[src/rtl/mult_share_pkg.sv]
// Shared types and widths for the mult_share multiplier arbiter.
// Imported by mult_share and its multiplier pipeline, mult_pipe.
package mult_share_pkg;

    localparam int OP_W        = 32;
    localparam int PROD_W      = 64;
    localparam int MAX_CLIENTS = 8;
    localparam int ID_W        = 3;

    typedef enum logic [1:0] {
        IDLE,
        START,
        RUN
    } state_t;

endpackage

[src/rtl/mult_pipe.sv]
// Two-stage signed multiplier: operand registers followed by a product register.
// The pipeline never stalls, so a product appears two edges after its operands.
module mult_pipe
    import mult_share_pkg::*;
(
    input  logic                     clk,
    input  logic                     rst,
    input  logic signed [OP_W-1:0]   a,
    input  logic signed [OP_W-1:0]   b,
    output logic signed [PROD_W-1:0] p
);

    logic signed [OP_W-1:0] a_q;
    logic signed [OP_W-1:0] b_q;

    // NOTE: non-blocking assignments let p use the a_q/b_q values from before this edge.
    always_ff @(posedge clk) begin
        if (rst) begin
            a_q <= '0;
            b_q <= '0;
            p   <= '0;
        end else begin
            a_q <= a;
            b_q <= b;
            p   <= PROD_W'(a_q) * PROD_W'(b_q);
        end
    end

endmodule

[src/rtl/mult_share.sv]
// One signed 32x32 multiplier shared by NUM_CLIENTS DSP clients through a grant FSM.
// Defining MULT_SHARE_RR_EN selects round-robin arbitration; otherwise the lowest index wins.
module mult_share
    import mult_share_pkg::*;
#(
    parameter int NUM_CLIENTS = 4,
    parameter int TIMEOUT     = 255
) (
    input  logic                                clk,
    input  logic                                rst,
    input  logic [NUM_CLIENTS-1:0]              req,
    output logic [NUM_CLIENTS-1:0]              start,
    input  logic [NUM_CLIENTS-1:0]              finish,
    input  logic [NUM_CLIENTS-1:0][OP_W-1:0]    mult_a,
    input  logic [NUM_CLIENTS-1:0][OP_W-1:0]    mult_b,
    output logic signed [PROD_W-1:0]            mult_p,
    output logic                                busy,
    output logic [ID_W-1:0]                     grant_id,
    output logic                                timeout_err
);

    localparam int CNT_W = (TIMEOUT < 2) ? 1 : $clog2(TIMEOUT + 1);

    state_t                 state;
    logic [CNT_W-1:0]       run_cnt;
    logic                   found;
    logic [ID_W-1:0]        winner;
    logic                   fin_sel;
    logic signed [OP_W-1:0] op_a;
    logic signed [OP_W-1:0] op_b;

`ifdef MULT_SHARE_RR_EN
    logic [ID_W-1:0] rr_last;
    int              rr_idx;

    // Search begins one past the last winner; the pointer resets to the top client so client 0 wins first.
    always_comb begin
        found  = 1'b0;
        winner = '0;
        rr_idx = 0;
        for (int off = 1; off <= NUM_CLIENTS; off++) begin
            rr_idx = (int'(rr_last) + off) % NUM_CLIENTS;
            if (!found && req[rr_idx]) begin
                found  = 1'b1;
                winner = ID_W'(rr_idx);
            end
        end
    end

    always_ff @(posedge clk) begin
        if (rst) begin
            rr_last <= ID_W'(NUM_CLIENTS - 1);
        end else if (state == IDLE && found) begin
            rr_last <= winner;
        end
    end
`else
    // NOTE: every output gets a default before the loop so no latch is inferred.
    always_comb begin
        found  = |req;
        winner = '0;
        for (int i = NUM_CLIENTS - 1; i >= 0; i--) begin
            if (req[i]) winner = ID_W'(i);
        end
    end
`endif

    // Client 0 feeds the multiplier while idle; the granted client feeds it otherwise.
    always_comb begin
        op_a    = mult_a[0];
        op_b    = mult_b[0];
        fin_sel = 1'b0;
        for (int i = 0; i < NUM_CLIENTS; i++) begin
            if (grant_id == ID_W'(i)) begin
                fin_sel = finish[i];
                if (state != IDLE) begin
                    op_a = mult_a[i];
                    op_b = mult_b[i];
                end
            end
        end
    end

    always_ff @(posedge clk) begin
        if (rst) begin
            state       <= IDLE;
            start       <= '0;
            busy        <= 1'b0;
            grant_id    <= '0;
            timeout_err <= 1'b0;
            run_cnt     <= '0;
        end else begin
            start       <= '0;
            timeout_err <= 1'b0;
            case (state)
                IDLE: begin
                    if (found) begin
                        grant_id <= winner;
                        start    <= NUM_CLIENTS'(1) << winner;
                        busy     <= 1'b1;
                        state    <= START;
                    end
                end
                START: begin
                    run_cnt <= '0;
                    state   <= RUN;
                end
                RUN: begin
                    // A finish arriving in the final allowed cycle beats the timeout.
                    if (fin_sel) begin
                        busy  <= 1'b0;
                        state <= IDLE;
                    end else if (run_cnt == CNT_W'(TIMEOUT - 1)) begin
                        busy        <= 1'b0;
                        timeout_err <= 1'b1;
                        state       <= IDLE;
                    end else begin
                        run_cnt <= run_cnt + CNT_W'(1);
                    end
                end
                default: begin
                    busy  <= 1'b0;
                    state <= IDLE;
                end
            endcase
        end
    end

    mult_pipe u_mult_pipe (
        .clk (clk),
        .rst (rst),
        .a   (op_a),
        .b   (op_b),
        .p   (mult_p)
    );

endmodule
[config.mk]
export PLATFORM = sky130hd
export DESIGN_NAME = mult_share
export DESIGN_NICKNAME = d
export VERILOG_FILES = /design/src/rtl/mult_share_pkg.sv /design/src/rtl/mult_pipe.sv /design/src/rtl/mult_share.sv
export SDC_FILE = /design/constraint.sdc
export NUM_CORES = 2
export LEC_CHECK = 0
export CAP_MARGIN = 5
export CORE_MARGIN = 3
export CORE_UTILIZATION = 30
export CTS_CLUSTER_DIAMETER = 50
export DETAILED_ROUTE_END_ITERATION = 7
export PLACE_DENSITY_LB_ADDON = 0.05
export RECOVER_POWER = 100
export SLEW_MARGIN = 20
export SYNTH_ARGS = -nofsm -noshare
export SYNTH_HDL_FRONTEND = slang
export SYNTH_SLANG_ARGS = --single-unit
[constraint.sdc]
create_clock -name clk -period 9.68 [get_ports clk]
set_clock_uncertainty 0.1 [all_clocks]
set_input_delay 2.904 -clock clk [delete_from_list [all_inputs] [get_ports clk]]
set_output_delay 2.904 -clock clk [all_outputs]
set_load 0.03 [all_outputs]
* Yosys cells after proc, flatten, opt, wreduce, memory -nomap -nowiden
Cells that the tools add are included.
Storage, ports and cells: register bits 147, bits of input ports 266, output and inout port bits 73, word-level logic and storage cells 69
Operators by class: add/subtract/negate cells 1, multipliers 1, equality and inequality tests 10, shift operators 1, multiplexer cells 32, bitwise logic cells 4, reduce and logical (&&, ||, !) cells 11
Operator list (count):
- $mux 32 | 12
- $mul 32x32->64 | 1
- $mux 8 | 2
- $pmux 8 s2 | 1
- $mux 3 | 3
- $add 8x1->8 const B | 1
- $eq 8x8->1 const B | 1
- $mux 1 | 8
- $mux 2 | 4
- $eq 3x2->1 const B | 2
- $ne 2x2->1 const B | 3
- $pmux 2 s3 | 1
- $reduce_and 3->1 | 2
- $reduce_or 3->1 | 2
- $not 1->1 | 4
- $reduce_and 2->1 | 2
- $reduce_bool 2->1 | 2
- $reduce_or 4->1 | 1
- $shl 1x3->4 const A | 1
- $eq 3x1->1 const B | 1
- $logic_not 3->1 | 1
- $ne 3x3->1 const B | 1
- $pmux 1 s3 | 1
- $eq 2x1->1 const B | 1
- other kinds (2) | 2

* Logic depth before layout (Yosys ltp)
depth in word-level cells 7, gate-level depth with buffers 29, depth with buffers taken out 28

* Cells and area by module
Synthesis repeated with hierarchy kept, for this count alone.
Unflattened totals: cells, all modules 4629, area total of the unflattened synthesis 43065.1 um2
By module, submodules not included:
- mult_pipe | times used 1, cells an instance 4164, area each 39678.1 um2, sequential area each 2562.5 um2
- mult_share | times used 1, cells an instance 465, area each 3387.0 um2, sequential area each 360.3 um2

* Worst setup path before layout
No wires, ideal clock.
path kind flip-flop to flip-flop, from register u_mult_pipe.a_q[31], to register u_mult_pipe.p[58], setup time 0.128 ns, arrival time 7.522 ns, data required time 9.452 ns, setup slack 1.931 ns, cell stages (with the launch flop) 29, buffers on the path 2, period minus slack after synthesis 7.749 ns, cell sequence dfxtp_1 > clkbuf_1 > nand2_1 > inv_1 > fa_1 > inv_1 > fa_1 > inv_1 > fa_1 > fa_1 > inv_1 > fa_1 > inv_1 > fa_1 > inv_1 > fa_1 > inv_1 > fa_1 > ha_1 > clkbuf_1 > and3_1 > nand2_1 > nor3_1 > nand2_1 > o21ai_0 > o31ai_1 > o21bai_1 > xnor2_1 > nor2_1
Between the ends: word-level cells in the longest chain between the ends 1
RTL lines:
- start: declaration | line mult_pipe.sv:13 | logic signed [OP_W-1:0] a_q;
- start signal: assignment | line mult_pipe.sv:19 | a_q <= '0;
- start signal: assignment | line mult_pipe.sv:23 | a_q <= a;
- $mul 32x32->64 | line mult_pipe.sv:25 | p <= PROD_W'(a_q) * PROD_W'(b_q);
- end signal: assignment | line mult_pipe.sv:25
- end: declaration | line mult_pipe.sv:10 | output logic signed [PROD_W-1:0] p
Every way passes these cells. A chain may end at the register's enable or synchronous reset.

* Final worst setup path
from register u_mult_pipe.b_q[9], to register u_mult_pipe.p[50]
Between the ends: word-level cells in the longest chain between the ends 1
RTL lines:
- start: declaration | line mult_pipe.sv:14 | logic signed [OP_W-1:0] b_q;
- start signal: assignment | line mult_pipe.sv:20 | b_q <= '0;
- start signal: assignment | line mult_pipe.sv:24 | b_q <= b;
- $mul 32x32->64 | line mult_pipe.sv:25
Every way passes these cells.

==> results_tabular.tex <==
\begin{tabular}{lr}
\hline
Metric & Value \\
\hline
\multicolumn{2}{l}{\textbf{Status}} \\
\quad Status & complete, but fails checks \\
\quad Violated checks & max-capacitance violations, max-slew violations \\
\multicolumn{2}{l}{\textbf{Synthesis}} \\
\quad Average footprint of a synthesized cell & between 9 and 10 um2 \\
\quad Post-synth top flop & dfxtp\_1 \\
\quad Synthesized Nets & $\sim$6100 \\
\quad Area share of the largest cell type after synthesis & 51.7\% \\
\quad Cell types with the largest area share after synthesis & fa\_1, inv\_1, and2\_1 \\
\quad Fraction of registers with async set or reset after synthesis & 0\% \\
\quad Synthesized area & 41900 um2 \\
\quad Share of the yosys chip area belonging to registers & about 7\% \\
\quad Post-synth EDFFs & 0 \\
\quad Yosys cell types & between 60 and 70 \\
\quad Top cell type by total area after synthesis & fa\_1 \\
\quad Total number of yosys warnings & 0 \\
\quad Seq cells post-synth & 146 \\
\quad Syn Inst Count & between 4000 and 5000 \\
\multicolumn{2}{l}{\textbf{Layout}} \\
\quad Total number of nets in the final design & roughly 6300 \\
\quad Layout overhead on the synthesized area & 15.1\% \\
\quad Highest-count cells in the layout ignoring fill and taps & fa\_1, inv\_1, nand2\_1 \\
\quad Leading cell type in the layout, fill and taps excluded & fa\_1 \\
\quad Fillcell total & $\sim$14000 \\
\quad Layout cells sized above 1 & 3.42\% \\
\quad Flip-flop and latch area & 2940 um2 \\
\quad Multi-input logic area & about 34000 um2 \\
\multicolumn{2}{l}{\textbf{Placement}} \\
\quad Final weighted congestion in routability-driven placement & 0.813 \\
\quad HPWL after DPL & around 130 mm \\
\quad Port bufs & roughly 340 \\
\multicolumn{2}{l}{\textbf{Timing}} \\
\quad Achievable frequency & 0.111 GHz \\
\quad Max-slew headroom & -138\% \\
\quad Setup tns final & 0 ns \\
\quad Number of hold violations in the final report & 0 \\
\quad Endpoints failing setup & 0 \\
\quad Final max-slew violation count & 121 \\
\quad Final min period & about 9 ns \\
\quad Unrepaired setup endpoints after global routing & false \\
\quad Slew @ Worst Pin & 3.56 ns \\
\quad Part of the cycle the worst path needs & 93.1\% \\
\multicolumn{2}{l}{\textbf{Clock tree}} \\
\quad CTS Buffer Depth & 2 \\
\quad Post-CTS Setup Bufs & 0 \\
\quad \# resized after CTS & 0 \\
\quad Clock latency reported for the late side of the worst-skew pair & $\sim$0.47 ns \\
\quad TritonCTS clock tree & done \\
\quad Max H-tree Level & 4 \\
\quad Hold-fix buffers at CTS & 0 \\
\quad Clock Root Buffer & clkbuf\_16 \\
\quad Clk sinks & about 150 \\
\quad Num CTS Buffers & 17 \\
\quad Clock edge transition at the registers on the reported setup and hold paths & about 0.090 ns \\
\multicolumn{2}{l}{\textbf{Detailed routing}} \\
\quad Via-per-instance ratio & between 4 and 5 \\
\quad Drt initial violations & around 1700 \\
\quad Number of iterations in the first detailed-routing pass & 7 \\
\quad Post-route antenna net violation count & 0 \\
\quad Average wire per standard cell & 22.4 um \\
\quad Number of vias after detailed routing & 30200 \\
\quad Aggregate routed wire length & 148 mm \\
\quad Residual DRC & 0 \\
\multicolumn{2}{l}{\textbf{Floorplanning}} \\
\quad Width of the die & between 300 and 400 um \\
\quad Die area & roughly 140000 um2 \\
\quad \# rows & roughly 140 \\
\quad Count of boundary I/O pins & around 340 \\
\quad Starting density of the core & just over 30\% \\
\quad Die boundary height & about 380 um \\
\quad Core area & $\sim$140000 um2 \\
\multicolumn{2}{l}{\textbf{Worst setup path}} \\
\quad Max FO, Critical Path & 23 \\
\quad Element type at the critical path end & flop \\
\quad Startpoint class of the critical path & flop \\
\quad Worst Setup Path Type & reg2reg \\
\quad Arrival time reported for the critical path endpoint & 9.28 ns \\
\quad Required time of the worst setup path & just under 10 ns \\
\multicolumn{2}{l}{\textbf{Global route}} \\
\quad Vias in the first global route & between 30000 and 40000 \\
\quad Number of antenna violations at the first check in global routing & 11 \\
\quad Maximum number of pins on one net before global-route repair & 78 \\
\quad Overflow left after global routing & 0 \\
\quad First-pass GRT wire length & approximately 230 mm \\
\quad GRT Overall Usage & a little over a fifth \\
\multicolumn{2}{l}{\textbf{Min path}} \\
\quad Worst Hold Class & reg2reg \\
\multicolumn{2}{l}{\textbf{Run}} \\
\quad Number of max-cap violations & 2 \\
\hline
\end{tabular}
[area by class of cell]
class,count,share of cell area (%)
flip-flops and latches,146,6.09
inverters,995,7.75
well taps,1863,4.84
clock inverters,15,0.444
clock buffers,17,0.883
multi-input cells,3146,71.1
repair buffers,452,8.89
diodes,6,0.0312
[critical path, stage by stage (launching register included)]
cell and delay, ns:
dfxtp_1 1.10, clkbuf_1 0.46, nand2_1 0.15, fa_1 0.55
inv_1 0.05, fa_1 0.43, fa_1 0.49, inv_1 0.05
fa_1 0.47, inv_1 0.05, fa_1 0.45, ha_1 0.29
fa_1 0.48, inv_1 0.05, fa_1 0.49, inv_1 0.05
ha_1 0.36, and4_1 0.27, o211ai_1 0.11, a21oi_1 0.14
or3_1 0.51, a221o_1 0.46, a31o_1 0.33, a221oi_4 0.34
o21ai_2 0.15, a21oi_1 0.20, mux2_1 0.35
[per-stage QoR]
step / area (um2) / std cells / utilization, % / setup slack [ns] / hold slack (ns)
finish: 48200 / 6640 / 34.9 / 0.669 / 0.391
global route: 48200 / 6640 / 34.9 / 0.261 / 0.411
CTS: 48200 / 6634 / 34.9 / 0.859 / 0.392
detailed placement: 47500 / 6602 / 34.5 / 0.857 / 0.375
global placement: 47500 / 6602 / 34.5 / 0.901 / 0.376
floorplan: 41900 / 4547 / - / 1.93 / 0.343
[layer usage]
metal	vias to the layer above	wire (um)	share of wire [%]	track usage (%)
met4	2	1690	1.1	3.18
met3	72	7070	4.8	3.31
li1	13700	-	-	-
met2	593	65000	44	31.5
met5	-	13	0.0088	0
met1	15800	74700	50	32.5
[cells in the mapped netlist (6+ instances only)]
cell      instances
xnor2_1          46
and2_1          486
a21oi_1         133
a211oi_1         67
a31oi_1           6
o21ai_0          32
a21o_1           41
and4_1            7
buf_1            11
nand2b_1         14
nand4_1          11
nor2_1          252
clkbuf_1        247
ha_1            186
nand3_1          16
nor3_1           11
and3_1            9
xor2_1           24
nand2_1         558
mux2i_1          65
dfxtp_1         146
fa_1           1082
o21a_1            6
inv_1           994
o21bai_1         13
nor2b_1          17
[logic make-up after synthesis]
logic type / share of synthesized area, %
AOI/OAI and AO/OA: 5.21
xor gates and xnor gates: 1.46
adders and majority gates: 57.3
buffers and inverters: 11.3
DFF: 6.98
muxes: 1.72
other: 0.00896
and+or+nand+nor: 16.1
[state kept, by name, summed over array words and instances (netlist names)]
name,cells
busy,1
grant_id,2
run_cnt,8
start,4
state,2
timeout_err,1
u_mult_pipe.a_q,32
u_mult_pipe.b_q,32
u_mult_pipe.p,64
[path summary, 6_finish.rpt]
kind	start	to	slack (ns)	cells past startpoint
worst max-delay path	u_mult_pipe.b_q[9]	u_mult_pipe.p[50]	0.67	26
worst min register to register	run_cnt[7]	run_cnt[7]	0.39	2
worst max register to register	u_mult_pipe.b_q[9]	u_mult_pipe.p[50]	0.67	26
worst min-delay path	run_cnt[7]	run_cnt[7]	0.39	2
Power is left out: the tool's default activity adds up to more than one toggle a clock period on the data nets, which glitch-free logic cannot reach.
